==> config.mk <==
export PLATFORM = sky130hd
export DESIGN_NAME = alu_issue_arbiter
export DESIGN_NICKNAME = d
export VERILOG_FILES = /design/src/rtl/alu_issue_arbiter.sv
export SDC_FILE = /design/constraint.sdc
export NUM_CORES = 1
export LEC_CHECK = 0
export CORE_AREA = 2 2 173 175
export CTS_BUF_LIST = sky130_fd_sc_hd__clkbuf_8
export DETAILED_ROUTE_END_ITERATION = 16
export DIE_AREA = 0 0 175 177
export DONT_BUFFER_PORTS = 1
export GPL_ROUTABILITY_DRIVEN = 0
export PLACE_DENSITY_LB_ADDON = 0.25
export SETUP_SLACK_MARGIN = 0.5
export SLEW_MARGIN = 20
export SYNTH_ARGS = -nofsm -noshare
export SYNTH_HDL_FRONTEND = slang
export SYNTH_SLANG_ARGS = --single-unit
==> constraint.sdc <==
create_clock -name clk -period 2.5 [get_ports clk]
set_clock_uncertainty 0.1 [all_clocks]
set_input_delay 0.5 -clock clk [delete_from_list [all_inputs] [get_ports clk]]
set_output_delay 0.5 -clock clk [all_outputs]
set_load 0.005 [all_outputs]
==> src/rtl/alu_issue_arbiter.sv <==
// Issue arbiter sharing one ALU among NREQ requesters: X (execute) and W (writeback/CDB) stages.
// Define ALU_ARB_ROUND_ROBIN_EN for round-robin arbitration; otherwise fixed priority, lowest index wins.
module alu_issue_arbiter #(
  parameter int unsigned WIDTH = 32,
  parameter int unsigned NREQ  = 4,
  parameter int unsigned TAG_W = 6,
  parameter int unsigned IDX_W = $clog2(NREQ)
) (
  input  logic                    clk,
  input  logic                    rst_n,
  input  logic                    flush,
  input  logic [NREQ-1:0]         req_valid,
  output logic [NREQ-1:0]         req_ready,
  input  logic [NREQ*WIDTH-1:0]   req_op1,
  input  logic [NREQ*WIDTH-1:0]   req_op2,
  input  logic [NREQ*4-1:0]       req_func,
  input  logic [NREQ*TAG_W-1:0]   req_tag,
  output logic [WIDTH-1:0]        alu_op1,
  output logic [WIDTH-1:0]        alu_op2,
  output logic [3:0]              alu_func,
  input  logic [WIDTH-1:0]        alu_out,
  output logic                    cdb_valid,
  input  logic                    cdb_ready,
  output logic [WIDTH-1:0]        cdb_data,
  output logic [TAG_W-1:0]        cdb_tag,
  output logic [IDX_W-1:0]        cdb_src
);

  localparam int unsigned CW = IDX_W + 1;

  logic             w_accept, x_accept, gnt_any, gnt_fire;
  logic [IDX_W-1:0] gnt_idx, start_idx;
  logic [CW-1:0]    cand;

  logic             x_valid_q, x_valid_d;
  logic [WIDTH-1:0] x_op1_q, x_op1_d, x_op2_q, x_op2_d;
  logic [3:0]       x_func_q, x_func_d;
  logic [TAG_W-1:0] x_tag_q, x_tag_d;
  logic [IDX_W-1:0] x_src_q, x_src_d;

  logic             w_valid_q, w_valid_d;
  logic [WIDTH-1:0] w_data_q, w_data_d;
  logic [TAG_W-1:0] w_tag_q, w_tag_d;
  logic [IDX_W-1:0] w_src_q, w_src_d;

  assign w_accept = ~w_valid_q | cdb_ready;
  assign x_accept = ~x_valid_q | w_accept;
  assign gnt_fire = gnt_any & x_accept & ~flush;

`ifdef ALU_ARB_ROUND_ROBIN_EN
  logic [IDX_W-1:0] ptr_q, ptr_d;

  assign start_idx = ptr_q;

  always_comb begin
    ptr_d = ptr_q;
    if (gnt_fire) ptr_d = (gnt_idx == IDX_W'(NREQ - 1)) ? '0 : gnt_idx + 1'b1;
  end

  always_ff @(posedge clk or negedge rst_n) begin
    if (!rst_n) ptr_q <= '0;
    else        ptr_q <= ptr_d;
  end
`else
  assign start_idx = '0;
`endif

  // Circular search from start_idx; the fold keeps cand below NREQ for non-power-of-two NREQ.
  always_comb begin
    gnt_any = 1'b0;
    gnt_idx = '0;
    cand    = '0;
    for (int unsigned k = 0; k < NREQ; k++) begin
      cand = {1'b0, start_idx} + CW'(k);
      if (cand >= CW'(NREQ)) cand = cand - CW'(NREQ);
      if (!gnt_any && req_valid[cand[IDX_W-1:0]]) begin
        gnt_any = 1'b1;
        gnt_idx = cand[IDX_W-1:0];
      end
    end
  end

  always_comb begin
    req_ready = '0;
    if (gnt_fire) req_ready[gnt_idx] = 1'b1;
  end

  always_comb begin
    x_valid_d = x_valid_q;
    x_op1_d   = x_op1_q;
    x_op2_d   = x_op2_q;
    x_func_d  = x_func_q;
    x_tag_d   = x_tag_q;
    x_src_d   = x_src_q;
    w_valid_d = w_valid_q;
    w_data_d  = w_data_q;
    w_tag_d   = w_tag_q;
    w_src_d   = w_src_q;
    if (flush) begin
      x_valid_d = 1'b0;
      w_valid_d = 1'b0;
    end else begin
      if (x_accept) begin
        x_valid_d = gnt_any;
        if (gnt_any) begin
          x_op1_d  = req_op1[gnt_idx*WIDTH +: WIDTH];
          x_op2_d  = req_op2[gnt_idx*WIDTH +: WIDTH];
          x_func_d = req_func[gnt_idx*4 +: 4];
          x_tag_d  = req_tag[gnt_idx*TAG_W +: TAG_W];
          x_src_d  = gnt_idx;
        end
      end
      // W payload only reloads on a real op so bubbles leave cdb_* untouched.
      if (w_accept) begin
        w_valid_d = x_valid_q;
        if (x_valid_q) begin
          w_data_d = alu_out;
          w_tag_d  = x_tag_q;
          w_src_d  = x_src_q;
        end
      end
    end
  end

  always_ff @(posedge clk or negedge rst_n) begin
    if (!rst_n) begin
      x_valid_q <= 1'b0;
      x_op1_q   <= '0;
      x_op2_q   <= '0;
      x_func_q  <= '0;
      x_tag_q   <= '0;
      x_src_q   <= '0;
      w_valid_q <= 1'b0;
      w_data_q  <= '0;
      w_tag_q   <= '0;
      w_src_q   <= '0;
    end else begin
      x_valid_q <= x_valid_d;
      x_op1_q   <= x_op1_d;
      x_op2_q   <= x_op2_d;
      x_func_q  <= x_func_d;
      x_tag_q   <= x_tag_d;
      x_src_q   <= x_src_d;
      w_valid_q <= w_valid_d;
      w_data_q  <= w_data_d;
      w_tag_q   <= w_tag_d;
      w_src_q   <= w_src_d;
    end
  end

  assign alu_op1   = x_valid_q ? x_op1_q  : '0;
  assign alu_op2   = x_valid_q ? x_op2_q  : '0;
  assign alu_func  = x_valid_q ? x_func_q : '0;

  assign cdb_valid = w_valid_q;
  assign cdb_data  = w_data_q;
  assign cdb_tag   = w_tag_q;
  assign cdb_src   = w_src_q;

endmodule

==> flow_metrics.tcl <==
set metrics [dict create \
    dr.pass1.iters 5 \
    wl_met3_um 2475 \
    post-route-drc-count 0 \
    ir_worst_vdd_v 0.0003396 \
    ys.warnings.count 0 \
    endpoint_kind "output port" \
    grtUsageTotal_pct 18.94 \
    crit_fanout 5 \
    place_ws_ns 0.5481 \
    cap_violations 0 \
    critical_path_depth 2 \
    cts_tree "yes" \
    yosys.area.top_type_share_pct 36.44 \
    fmax_mhz 477.5 \
    hold_viol 118 \
    finalWorstSetupSlack_ns 0.4056 \
    power_density_nw_per_um2 600.0 \
    critPathSlowestCell "dfrtp_2" \
    synthTopCellsByCount "dfrtp_1, a21oi_1, and2_1, nand2_1, clkbuf_1" \
    synth_most_common_cell "dfrtp_1" \
    syn_nets 1215 \
    grt_antenna_before_repair 1 \
    fin_area_um2 8977 \
    wl_um 31410 \
    clkTransAtPathRegs_ns 0.09 \
    netlist_instances 879 \
    core-area_um2 29240 \
    synth_ff_type "dfrtp_1" \
    cts-hold-fix-buffers 1 \
    timing.critical_path.from "cdb_valid" \
    cp_num_buf_inv 0 \
    met2RoutedLength_um 14610 \
    die_w_um 175 \
    cts_buffer_depth 2 \
    chipHeight_um 177 \
    drive_gt1_share_pct 24.53 \
    yosys.area.top_type "dfrtp_1" \
    syn_area_um2 8103 \
    start_util_pct 27.71 \
    met1_length_um 13490 \
    vias 6957 \
    dieArea_um2 30980 \
    synth_edf_count 0 \
    htreeDepth 4 \
    cp.required_ns 1.90 \
    slew_violations 0 \
    cts_buffers 17 \
    synth_cell_type_count 38 \
    synthTopCellsByArea "dfrtp_1, o41ai_2, mux2_2" \
    final.setup.tns_ns 0 \
    fin_nets 1167 \
    crit_arrival_ns 1.49 \
    async_flop_share_pct 100.0 \
    worst_slew_pin_slew_ns 0.7673 \
    hp-class "input pin to async pin" \
    cts-root-buf "clkbuf_8" \
    ys_seq_area_share_pct 36.44 \
    post_drt_wl_per_cell_um 25.45 \
    num_antenna_cells 0 \
    crit_type "register to output port" \
    status "complete, but fails checks" \
    grt_pass1_wl_um 44800 \
    min_period_ns 2.094 \
    ff2ff_setup_slack_ns 0.57 \
    rsz0062_at_grt "true" \
    leakage_nw 3.360 \
    postSynthRegisterBits 118 \
    dp_hpwl_um 20700 \
    violations "hold timing" \
    placed_cell_area_um2 8376 \
    row_count 63 \
    vias_per_cell 5.638 \
    grt_max_degree 156 \
    cp_cell_sequence "and3b_2 > nor4b_4" \
    drt_iter0_markers 346 \
    io_pins 449 \
    grt-ovfl-total 0 \
    slowest_delay_ns 0.46 \
    holdWs_ns -0.3486 \
    worstRegToRegCells 5 \
    cts.sinks 118 \
    antenna_left 0 \
    maxUsedRoutingLayer "met4" \
    setup_viol 0 \
    crit-reg2reg-capture "x_src_q[0]" \
    synthToLayoutAreaGrowth_pct 10.79 \
    max_slew_margin_pct 48.85 \
    avgSynthCellArea_um2 9.218 \
    insertion_delay_ns 0.43 \
    critPathLaunchType "register" \
    io_buffers 0 \
    crit_family "simple AND/OR/NAND/NOR gates" \
    min_period_over_period_pct 83.78 \
    r2r_start "cdb_valid" \
    first_global_vias 7242 \
]
[how the worst max path moves through the flow]
stage	end	slack (ns)
floorplan	req_ready[1]	0.43
global placement	x_op1_q[13]	0.56
detailed placement	req_ready[2]	0.55
CTS	req_ready[2]	0.35
global route	req_ready[3]	0.30
finish	req_ready[2]	0.41
[timing repair]
action,4_1_cts,5_1_grt
setup endpoints to repair,46,34
endpoints found under the hold margin,119,118
buffers inserted,3,3
cloned,0,4
gates resized for setup,7,9
pin swaps,2,2
[registers in the layout, indices dropped and copies added (netlist names)]
signal and flops:
cdb_data 32, cdb_tag 6, x_valid_q 1, x_func_q 4, x_src_q 2, x_tag_q 6, cdb_valid 1, cdb_src 2
x_op2_q 32, x_op1_q 32
[per-layer routing]
layer	global-route usage, %	vias to the layer above
li1	-	3129
met1	24.11	3409
met2	30.19	370
met3	6.078	49
met4	6.667	0
met5	0	-
[cells by family after synthesis]
group                  Yosys count  synth area share (%)
AOI/OAI and AO/OA              299                 28.41
buffers and inverters          107                 6.285
DFF                            118                 36.44
muxes                           41                 5.698
and+or+nand+nor                314                 23.16
[cell type report]
class,instances,area (um^2)
clock buffers,17,234.0
clock inverters,15,157.7
fillers,3100,20270
inverters,4,15.01
multi-input cells,654,4711
flip-flops and latches,118,2955
well taps,390,488.0
repair buffers,36,416.7
[stage by stage]
stage / utilization (%) / total power [mW] / hold WS [ns] / std cells
global route: 30.70 / 5.711 / -0.4115 / 1234
floorplan: - / 3.292 / 0.1044 / 879
detailed placement: 28.64 / 3.516 / 0.1076 / 1191
global placement: 28.64 / 3.510 / 0.1075 / 1191
CTS: 30.21 / 5.435 / -0.3877 / 1227
finish: 30.70 / 5.386 / -0.3486 / 1234
[power by group]
part	leakage, nW	switching, mW	internal, mW
clock network	0.188	1.02	0.832
logic	1.79	0.530	0.548
registers	1.38	0.227	2.23
total	3.36	1.78	3.61
[cells in the final DEF (no fill, tap or decap), types with 2 or more instances in the layout]
cell / n
a21o_1: 34
a21oi_1: 81
a31oi_1: 34
a41oi_1: 34
and2_1: 65
and2_4: 3
buf_12: 5
buf_4: 24
clkbuf_16: 4
clkbuf_8: 17
clkinvlp_4: 4
dfrtp_1: 116
dfrtp_2: 2
inv_1: 3
inv_6: 6
inv_8: 4
mux2_2: 41
nand2_1: 68
nand2b_1: 42
nand3b_1: 34
nor2_1: 44
nor2_4: 2
nor3_4: 2
nor4_4: 2
o21ai_0: 30
o21ai_1: 4
o31ai_1: 40
o41ai_2: 39
or3b_2: 40
Note: power is estimated with default switching activity, not from simulation.
